`src/rtl/man_addsub_pipe.sv`:
```
// rtl/man_addsub_pipe.sv - two-stage mantissa adder/subtractor with valid/ready handshake
//
// Purpose:
//   Adds or subtracts two pre-aligned floating-point mantissas. The effective
//   operation is op ^ sign_a ^ sign_b. On an effective add the carry-out is
//   reported as o_overflow. On an effective subtract the block computes
//   max - min - carry and reports o_borrow when that result is negative.
//   Stage 1 registers the operands and the effective-operation bit.
//   Stage 2 registers the sum and its flags (and the leading-zero count).
//
// Ports:
//   i_clk, i_rst_n         clock, asynchronous active-low reset
//   i_flush                synchronous flush of both stage valids
//   i_valid / o_ready      upstream handshake
//   i_fpu_op               0 = add, 1 = subtract
//   i_sign_a, i_sign_b     operand signs
//   i_carry                borrow-in, only used on effective subtract
//   i_man_max, i_man_min   aligned mantissas (max has the larger magnitude)
//   o_valid / i_ready      downstream handshake
//   o_man_alu              result mantissa
//   o_overflow             carry-out of an effective add
//   o_borrow               effective subtract went negative
//   o_zero                 result mantissa and overflow are both zero
//   o_lzc                  leading zeros of o_man_alu (SIZE_MAN when zero)
//
// Configuration:
//   MAN_ADDSUB_LZC_EN      when defined, a stage-2 leading-zero counter drives
//                          o_lzc; otherwise o_lzc is tied to zero.

module man_addsub_pipe #(
  parameter int SIZE_MAN = 24,
  parameter int SIZE_LZC = $clog2(SIZE_MAN + 1)
) (
  input  logic                i_clk,
  input  logic                i_rst_n,
  input  logic                i_flush,
  input  logic                i_valid,
  output logic                o_ready,
  input  logic                i_fpu_op,
  input  logic                i_sign_a,
  input  logic                i_sign_b,
  input  logic                i_carry,
  input  logic [SIZE_MAN-1:0] i_man_max,
  input  logic [SIZE_MAN-1:0] i_man_min,
  output logic                o_valid,
  input  logic                i_ready,
  output logic [SIZE_MAN-1:0] o_man_alu,
  output logic                o_overflow,
  output logic                o_borrow,
  output logic                o_zero,
  output logic [SIZE_LZC-1:0] o_lzc
);

  // Stage 1 state
  logic                r_s1_valid;
  logic                r_s1_eff_sub;
  logic                r_s1_carry;
  logic [SIZE_MAN-1:0] r_s1_max;
  logic [SIZE_MAN-1:0] r_s1_min;

  // Stage 2 state
  logic                r_s2_valid;
  logic [SIZE_MAN-1:0] r_s2_man;
  logic                r_s2_ovf;
  logic                r_s2_bor;
  logic                r_s2_zero;

  logic                w_eff_sub;
  logic                w_s2_free;
  logic                w_s1_adv;
  logic                w_accept;
  logic                w_cin;
  logic [SIZE_MAN:0]   w_min_op;
  logic [SIZE_MAN:0]   w_sum;
  logic                w_ovf;
  logic                w_bor;
  logic                w_zero;

  // ---------------------------------------------------------------------------
  // Handshake
  // ---------------------------------------------------------------------------
  assign w_eff_sub = i_fpu_op ^ i_sign_a ^ i_sign_b;

  // Stage 2 can take new data when it is empty or its result leaves this cycle.
  assign w_s2_free = ~r_s2_valid | i_ready;
  assign w_s1_adv  = r_s1_valid & w_s2_free;

  // Depends only on registered state and i_ready, never on i_valid.
  assign o_ready   = ~r_s1_valid | w_s1_adv;
  assign w_accept  = i_valid & o_ready;

  // ---------------------------------------------------------------------------
  // Stage 1: operand capture
  // ---------------------------------------------------------------------------
  always_ff @(posedge i_clk or negedge i_rst_n) begin
    if (!i_rst_n) begin
      r_s1_valid   <= 1'b0;
      r_s1_eff_sub <= 1'b0;
      r_s1_carry   <= 1'b0;
      r_s1_max     <= '0;
      r_s1_min     <= '0;
    end else begin
      // When o_ready is high, stage 1 is either empty or draining, so its
      // next valid is simply whether something is accepted now.
      if (i_flush) begin
        r_s1_valid <= 1'b0;
      end else if (o_ready) begin
        r_s1_valid <= i_valid;
      end

      if (w_accept && !i_flush) begin
        r_s1_eff_sub <= w_eff_sub;
        r_s1_carry   <= i_carry;
        r_s1_max     <= i_man_max;
        r_s1_min     <= i_man_min;
      end
    end
  end

  // ---------------------------------------------------------------------------
  // Adder: subtract is max + ~min + ~carry, so carry-out high means no borrow.
  // ---------------------------------------------------------------------------
  assign w_cin    = r_s1_eff_sub & ~r_s1_carry;
  assign w_min_op = {1'b0, (r_s1_eff_sub ? ~r_s1_min : r_s1_min)};
  assign w_sum    = {1'b0, r_s1_max} + w_min_op + {{SIZE_MAN{1'b0}}, w_cin};

  assign w_ovf    = ~r_s1_eff_sub & w_sum[SIZE_MAN];
  assign w_bor    =  r_s1_eff_sub & ~w_sum[SIZE_MAN];
  assign w_zero   = (w_sum[SIZE_MAN-1:0] == '0) & ~w_ovf;

  // ---------------------------------------------------------------------------
  // Stage 2: result capture
  // ---------------------------------------------------------------------------
  always_ff @(posedge i_clk or negedge i_rst_n) begin
    if (!i_rst_n) begin
      r_s2_valid <= 1'b0;
      r_s2_man   <= '0;
      r_s2_ovf   <= 1'b0;
      r_s2_bor   <= 1'b0;
      r_s2_zero  <= 1'b1;
    end else begin
      if (i_flush) begin
        r_s2_valid <= 1'b0;
      end else if (w_s2_free) begin
        r_s2_valid <= r_s1_valid;
      end

      // Data only moves with a real item, so stalled outputs stay put.
      if (w_s1_adv && !i_flush) begin
        r_s2_man  <= w_sum[SIZE_MAN-1:0];
        r_s2_ovf  <= w_ovf;
        r_s2_bor  <= w_bor;
        r_s2_zero <= w_zero;
      end
    end
  end

  assign o_valid    = r_s2_valid;
  assign o_man_alu  = r_s2_man;
  assign o_overflow = r_s2_ovf;
  assign o_borrow   = r_s2_bor;
  assign o_zero     = r_s2_zero;

  // ---------------------------------------------------------------------------
  // Optional leading-zero counter on the stage-1 sum, registered in stage 2
  // ---------------------------------------------------------------------------
`ifdef MAN_ADDSUB_LZC_EN
  logic [SIZE_LZC-1:0] w_lzc;
  logic [SIZE_LZC-1:0] r_s2_lzc;

  // Scanning upward, the last set bit found is the most significant one.
  always_comb begin
    w_lzc = SIZE_LZC'(SIZE_MAN);
    for (int i = 0; i < SIZE_MAN; i++) begin
      if (w_sum[i]) begin
        w_lzc = SIZE_LZC'(SIZE_MAN - 1 - i);
      end
    end
  end

  always_ff @(posedge i_clk or negedge i_rst_n) begin
    if (!i_rst_n) begin
      r_s2_lzc <= '0;
    end else if (w_s1_adv && !i_flush) begin
      r_s2_lzc <= w_lzc;
    end
  end

  assign o_lzc = r_s2_lzc;
`else
  assign o_lzc = '0;
`endif

endmodule

```
`config.mk`:
```
export PLATFORM = sky130hd
export DESIGN_NAME = man_addsub_pipe
export DESIGN_NICKNAME = d
export VERILOG_FILES = /design/src/rtl/man_addsub_pipe.sv
export SDC_FILE = /design/constraint.sdc
export NUM_CORES = 1
export LEC_CHECK = 0
export ABC_CLOCK_PERIOD_IN_PS = 3100
export BUFFER_PORTS_ARGS = -buffer_cell sky130_fd_sc_hd__buf_4
export CORE_MARGIN = 2
export CORE_UTILIZATION = 50
export DETAILED_ROUTE_END_ITERATION = 8
export PLACE_DENSITY = 0.74
export SLEW_MARGIN = 0
export SYNTH_ARGS = -nofsm -noshare
export SYNTH_HDL_FRONTEND = slang
export SYNTH_SLANG_ARGS = --single-unit
```
`constraint.sdc`:
```
create_clock -name i_clk -period 3.1 [get_ports i_clk]
set_input_delay 0.155 -clock i_clk [delete_from_list [all_inputs] [get_ports i_clk]]
set_output_delay 0.155 -clock i_clk [all_outputs]
set_load 0.02 [all_outputs]
```
After elaboration in Yosys (flattened, before gate mapping)
Index checks and enable logic that the tools add are counted.

Register bits after elaboration: 79. Input port bits: 57. Output and inout bits: 34. Logic and storage cells: 40.

Add/sub/neg operators: 2. Multiplexer cells: 5. Bitwise gates (word level): 17. Reductions and logical operators: 6.

Operators by type and width (number): 24-bit by 24-bit adder with 25-bit output (1); 25-bit by 1-bit adder with 25-bit output (1); 24-bit zero test (1); 24-bit two-way mux (1); 24-bit NOT (1); 1-bit bitwise AND (6); 1-bit NOT (6); 1-bit two-way mux (4); 2-bit nonzero test (2); 1-bit logical AND (2); 1-bit bitwise OR (2); 1-bit XOR (2); 1-bit zero test (1).

Longest topological paths before layout
Word-level depth: 7. Mapped depth: 15.

Worst setup path before layout
Ideal clock, no wire load.

Path kind: flip-flop to flip-flop. Start point: register r_s1_eff_sub. End point: register r_s2_zero (netlist: o_zero). Setup time: 59 ps. Arrival time: 3311 ps. Data required time: 3041 ps. Setup slack: -270 ps. Cell stages (with the launch flop): 16. Buffers on the path: 2. Clock period less this slack: 3370 ps. Path through: dfrtp_1 -> buf_6 -> clkbuf_1 -> nor2b_1 -> fa_1 -> inv_1 -> fa_1 -> nand2b_1 -> a21oi_1 -> o21ai_2 -> o21ba_2 -> o21a_2 -> o311ai_1 -> o2111ai_1 -> nor4_1 -> a21o_1.

Longest elaborated chain between the ends: 6. Elaborated cells between the ends (all ways): 9.

RTL lines: start: declaration (line 56) `logic r_s1_eff_sub;`; start signal: assignment (line 112) `r_s1_eff_sub <= w_eff_sub;`; branches (longest 5 deep; another with 24-bit by 24-bit adder with 25-bit output); 1-bit bitwise AND (*) (line 129) `assign w_zero = (w_sum[SIZE_MAN-1:0] == '0) & ~w_ovf;`; end signal: assignment (line 153) `r_s2_zero <= w_zero;`; end: declaration (line 66) `logic r_s2_zero;`.

Every way passes the cells marked *. A chain may end at the register's enable or synchronous reset.

Worst setup path in the final report
Start point: register r_s1_eff_sub. End point: register r_s2_man[23] (netlist: o_man_alu[23]).

Longest elaborated chain between the ends: 3. Elaborated cells between the ends (all ways): 4.

RTL lines: 24-bit two-way mux (line 124) `assign w_min_op = {1'b0, (r_s1_eff_sub ? ~r_s1_min : r_s1_min)};`; 24-bit by 24-bit adder with 25-bit output (line 125) `assign w_sum = {1'b0, r_s1_max} + w_min_op + {{SIZE_MAN{1'b0}}, w_cin};`; 25-bit by 1-bit adder with 25-bit output (*) (line 125); end signal: assignment (line 150) `r_s2_man <= w_sum[SIZE_MAN-1:0];`; end: declaration (line 63) `logic [SIZE_MAN-1:0] r_s2_man;`.

Mark *: on every way between the ends. The rest lies on a longest branch, timed or not.

==> metrics <==
Post-synth EDFFs=0; total placed instance area=5500 sq um; number of nets with antenna violations after detailed routing=0; relative contribution of combinational cells to total power=57.9%; Req. time, crit path=3.34 ns; Worst Skew=0.0111 ns; number of slew-limit violations in the final report=0; sequential share of the synthesized area=42.1%; worst slew pin tran=0.972 ns; mean post-synth cell area=10.7 sq um; root buf cell=clkbuf_8; maximum clock frequency=308 MHz; aggregate routed wire length=10900 microns; total of endpoints with negative setup slack in the final report=2; antenna violations before repair=0; Final Total Pwr=0.00552 W; number of standard cells after synthesis=439; share of final-layout standard cells stronger than drive strength 1=43.6%; final hold violations=0; CTS tree=done; FFs w/ async S/R, synth=100%; number of nets in the layout=632; clock buffers created by TritonCTS=9; CP max FO=11; post-layout utilization of the core=66.3%; Max rail drop VDD=400 uV; flip-flop and latch count after synthesis=79; Antenna diodes=0; share of the synthesized area in the top cell type=41.5%; unrepaired setup endpoints after global routing=yes; register share of total power=26.5%; Total GRT Usage=20.3%; global-route wire length before repair=16500 microns; commonest non-fill, non-tap cell in the layout=buf_4; Mapped Area=4700 sq um; drt initial violations=278; kind of critical path=flip-flop to flip-flop; total via count after detailed routing=3731; initial core utilization=51.1%; run status=complete, but fails checks; DRT Pass-1 Iters=5; Ports=91; sw frac=41.6%; time the worst path needs with I/O delays and setup=3.25 ns; via count of the first global-routing pass=3453; Post-synth top flop=dfrtp_1; post-route standard cell area excluding fillers=6090 sq um; chip width=101 microns; top cell family by delay on the critical path=compound AO/OA/AOI/OAI gates; vertical extent of the die=101 microns; PnR worst setup slack=-0.147 ns; Remaining Overflow, GRT=0; clk sink count=79; number of maximum-capacitance violations=0; Ys Warns=0; Internal=0.00322 W; sw power=0.00229 W; Period Utilization, post-route=105%; WL per Instance=16.3 microns; port buffer count=85; CTS HTree Levels=3; Floorplan Core Area=9200 sq um; DIE AREA=10200 sq um; kind of end point of the critical path=flip-flop; clock-pin slew reported for the worst setup and hold paths after clock tree synthesis=0.09 ns; HP Class=primary input to flip-flop; number of unique standard cell types used by synthesis=61; violated checks=setup timing; row cnt=35; most used cells in the layout excluding fill and tap cells=buf_4 (115), dfrtp_1 (77), mux2_2 (57), nand2_1 (39), xor2_1 (29); delay contributed by the slowest stage of the critical path=0.48 ns; largest net degree at the start of global routing=80; final estimated routing congestion in global placement=0.956; CP max-delay cell=ha_1; power density over the cells=905 nW/um^2; area grow syn2layout=29.7%; fraction of power consumed by the clock network=15.6%; series of cell instances along the critical path=buf_6 > clkbuf_16 > xor2_1 > ha_1 > nand2_1 > o21a_2 > a21o_1 > a211oi_2 > nor3_1 > nand3b_1 > buf_4 > mux2_2; DRC violations left=0; biggest area consumer among synthesized cells=dfrtp_1; worst path buffer plus inverter count=3; CTS max path bufs=2; kind of launch point of the worst setup path=flip-flop; routed vias/inst=5.60; headroom to the max-slew limit=35.2%; hpwl dp=7520 microns; clock latency at the later pin of the worst-skew pair=0.35 ns; leakage power summed over all cells=2.81 nW; reg2reg setup slack=-0.15 ns; largest cells by area after synthesis=dfrtp_1 (42%), mux2_2 (14%), xor2_1 (6.3%), ha_1 (6.1%), nand2_1 (3.2%); Arrival @ worst endpoint=3.48 ns
==> logic make-up after synthesis <==
| group | synth area share [%] |
|---|---|
| AO/OA/AOI/OAI | 12.8 |
| adder cells (fa/ha/maj) | 6.98 |
| XOR/XNOR | 7.64 |
| other | 0.0798 |
| AND/OR/NAND/NOR | 11.6 |
| multiplexers | 14.3 |
| buffers and inverters | 4.58 |
| flip-flops | 42.1 |
==> through the flow <==
stage | TNS, ns | worst slack [ns] | cells | hold WS (ns)
3_3_place_gp | 0 | 0.0163 | 639 | 0.330
4_1_cts | 0 | 0.0275 | 659 | 0.0209
3_5_place_dp | -0.0926 | -0.0926 | 639 | 0.342
5_1_grt | -0.453 | -0.226 | 666 | 0.0133
6_report | -0.284 | -0.147 | 666 | 0.0237
2_1_floorplan | 0 | 0.00208 | 443 | -0.141
==> synthesized netlist by cell type (all sizes together) (8+ instances only) <==
cell,instances
a21oi,26
buf,12
clkbuf,13
dfrtp,78
ha,23
inv,10
mux2,57
nand2,40
nor2,19
nor3,8
o21ai,30
xor2,34
==> area by class of cell <==
cell class	count	area, sq um
inverter	10	37.5
sequential	79	1980
clock inverter	5	81.3
multi-input combinational	329	2750
clock buffer	11	141
fill	735	3100
tap	111	139
timing repair buffer	121	965
==> worst paths after layout <==
kind | start | to | cells after the start
setup / recovery | r_s1_eff_sub$_DFFE_PN0P_ | o_man_alu[23]$_DFFE_PN0P_ | 12
min in group asynchronous | i_rst_n | o_valid$_DFFE_PN0P_ | 2
setup reg to reg | r_s1_eff_sub$_DFFE_PN0P_ | o_man_alu[23]$_DFFE_PN0P_ | 12
max in group asynchronous | i_rst_n | r_s1_eff_sub$_DFFE_PN0P_ | 2
hold / removal | i_man_max[15] | r_s1_max[15]$_DFFE_PN0P_ | 2
hold reg to reg | o_man_alu[19]$_DFFE_PN0P_ | o_man_alu[19]$_DFFE_PN0P_ | 2
==> layer usage <==
layer	wire (microns)	GRT usage, %	vias up
met5	0	0	-
met4	258	4.89	0
met3	570	4.44	23
met2	5070	31.4	128
met1	4980	29.4	1801
li1	-	-	1779
==> worst reg2reg max path: stages (launching register included) <==
cell and delay (ns):
dfrtp_2 0.45, buf_6 0.16, clkbuf_16 0.18, xor2_1 0.17, ha_1 0.48, nand2_1 0.11
o21a_2 0.26, a21o_1 0.26, a211oi_2 0.28, nor3_1 0.07, nand3b_1 0.27, buf_4 0.20
mux2_2 0.25
==> timing repair <==
action,CTS,global route
setup endpoints to repair,1,3
hold endpoints to repair,16,0
resized for setup,17,29
cloned,0,2
setup buffers,2,5
hold buffers,2,0
pin swaps,6,22
==> power by group through the flow <==
stage	clock network (W)	registers [W]	logic, W
2_1_floorplan	0	0.00165	0.00164
3_3_place_gp	0	0.00147	0.00263
3_5_place_dp	0	0.00148	0.00270
4_1_cts	0.000864	0.00146	0.00283
5_1_grt	0.000908	0.00149	0.00345
6_report	0.000861	0.00146	0.00319
(Power assumes the default switching activity.)
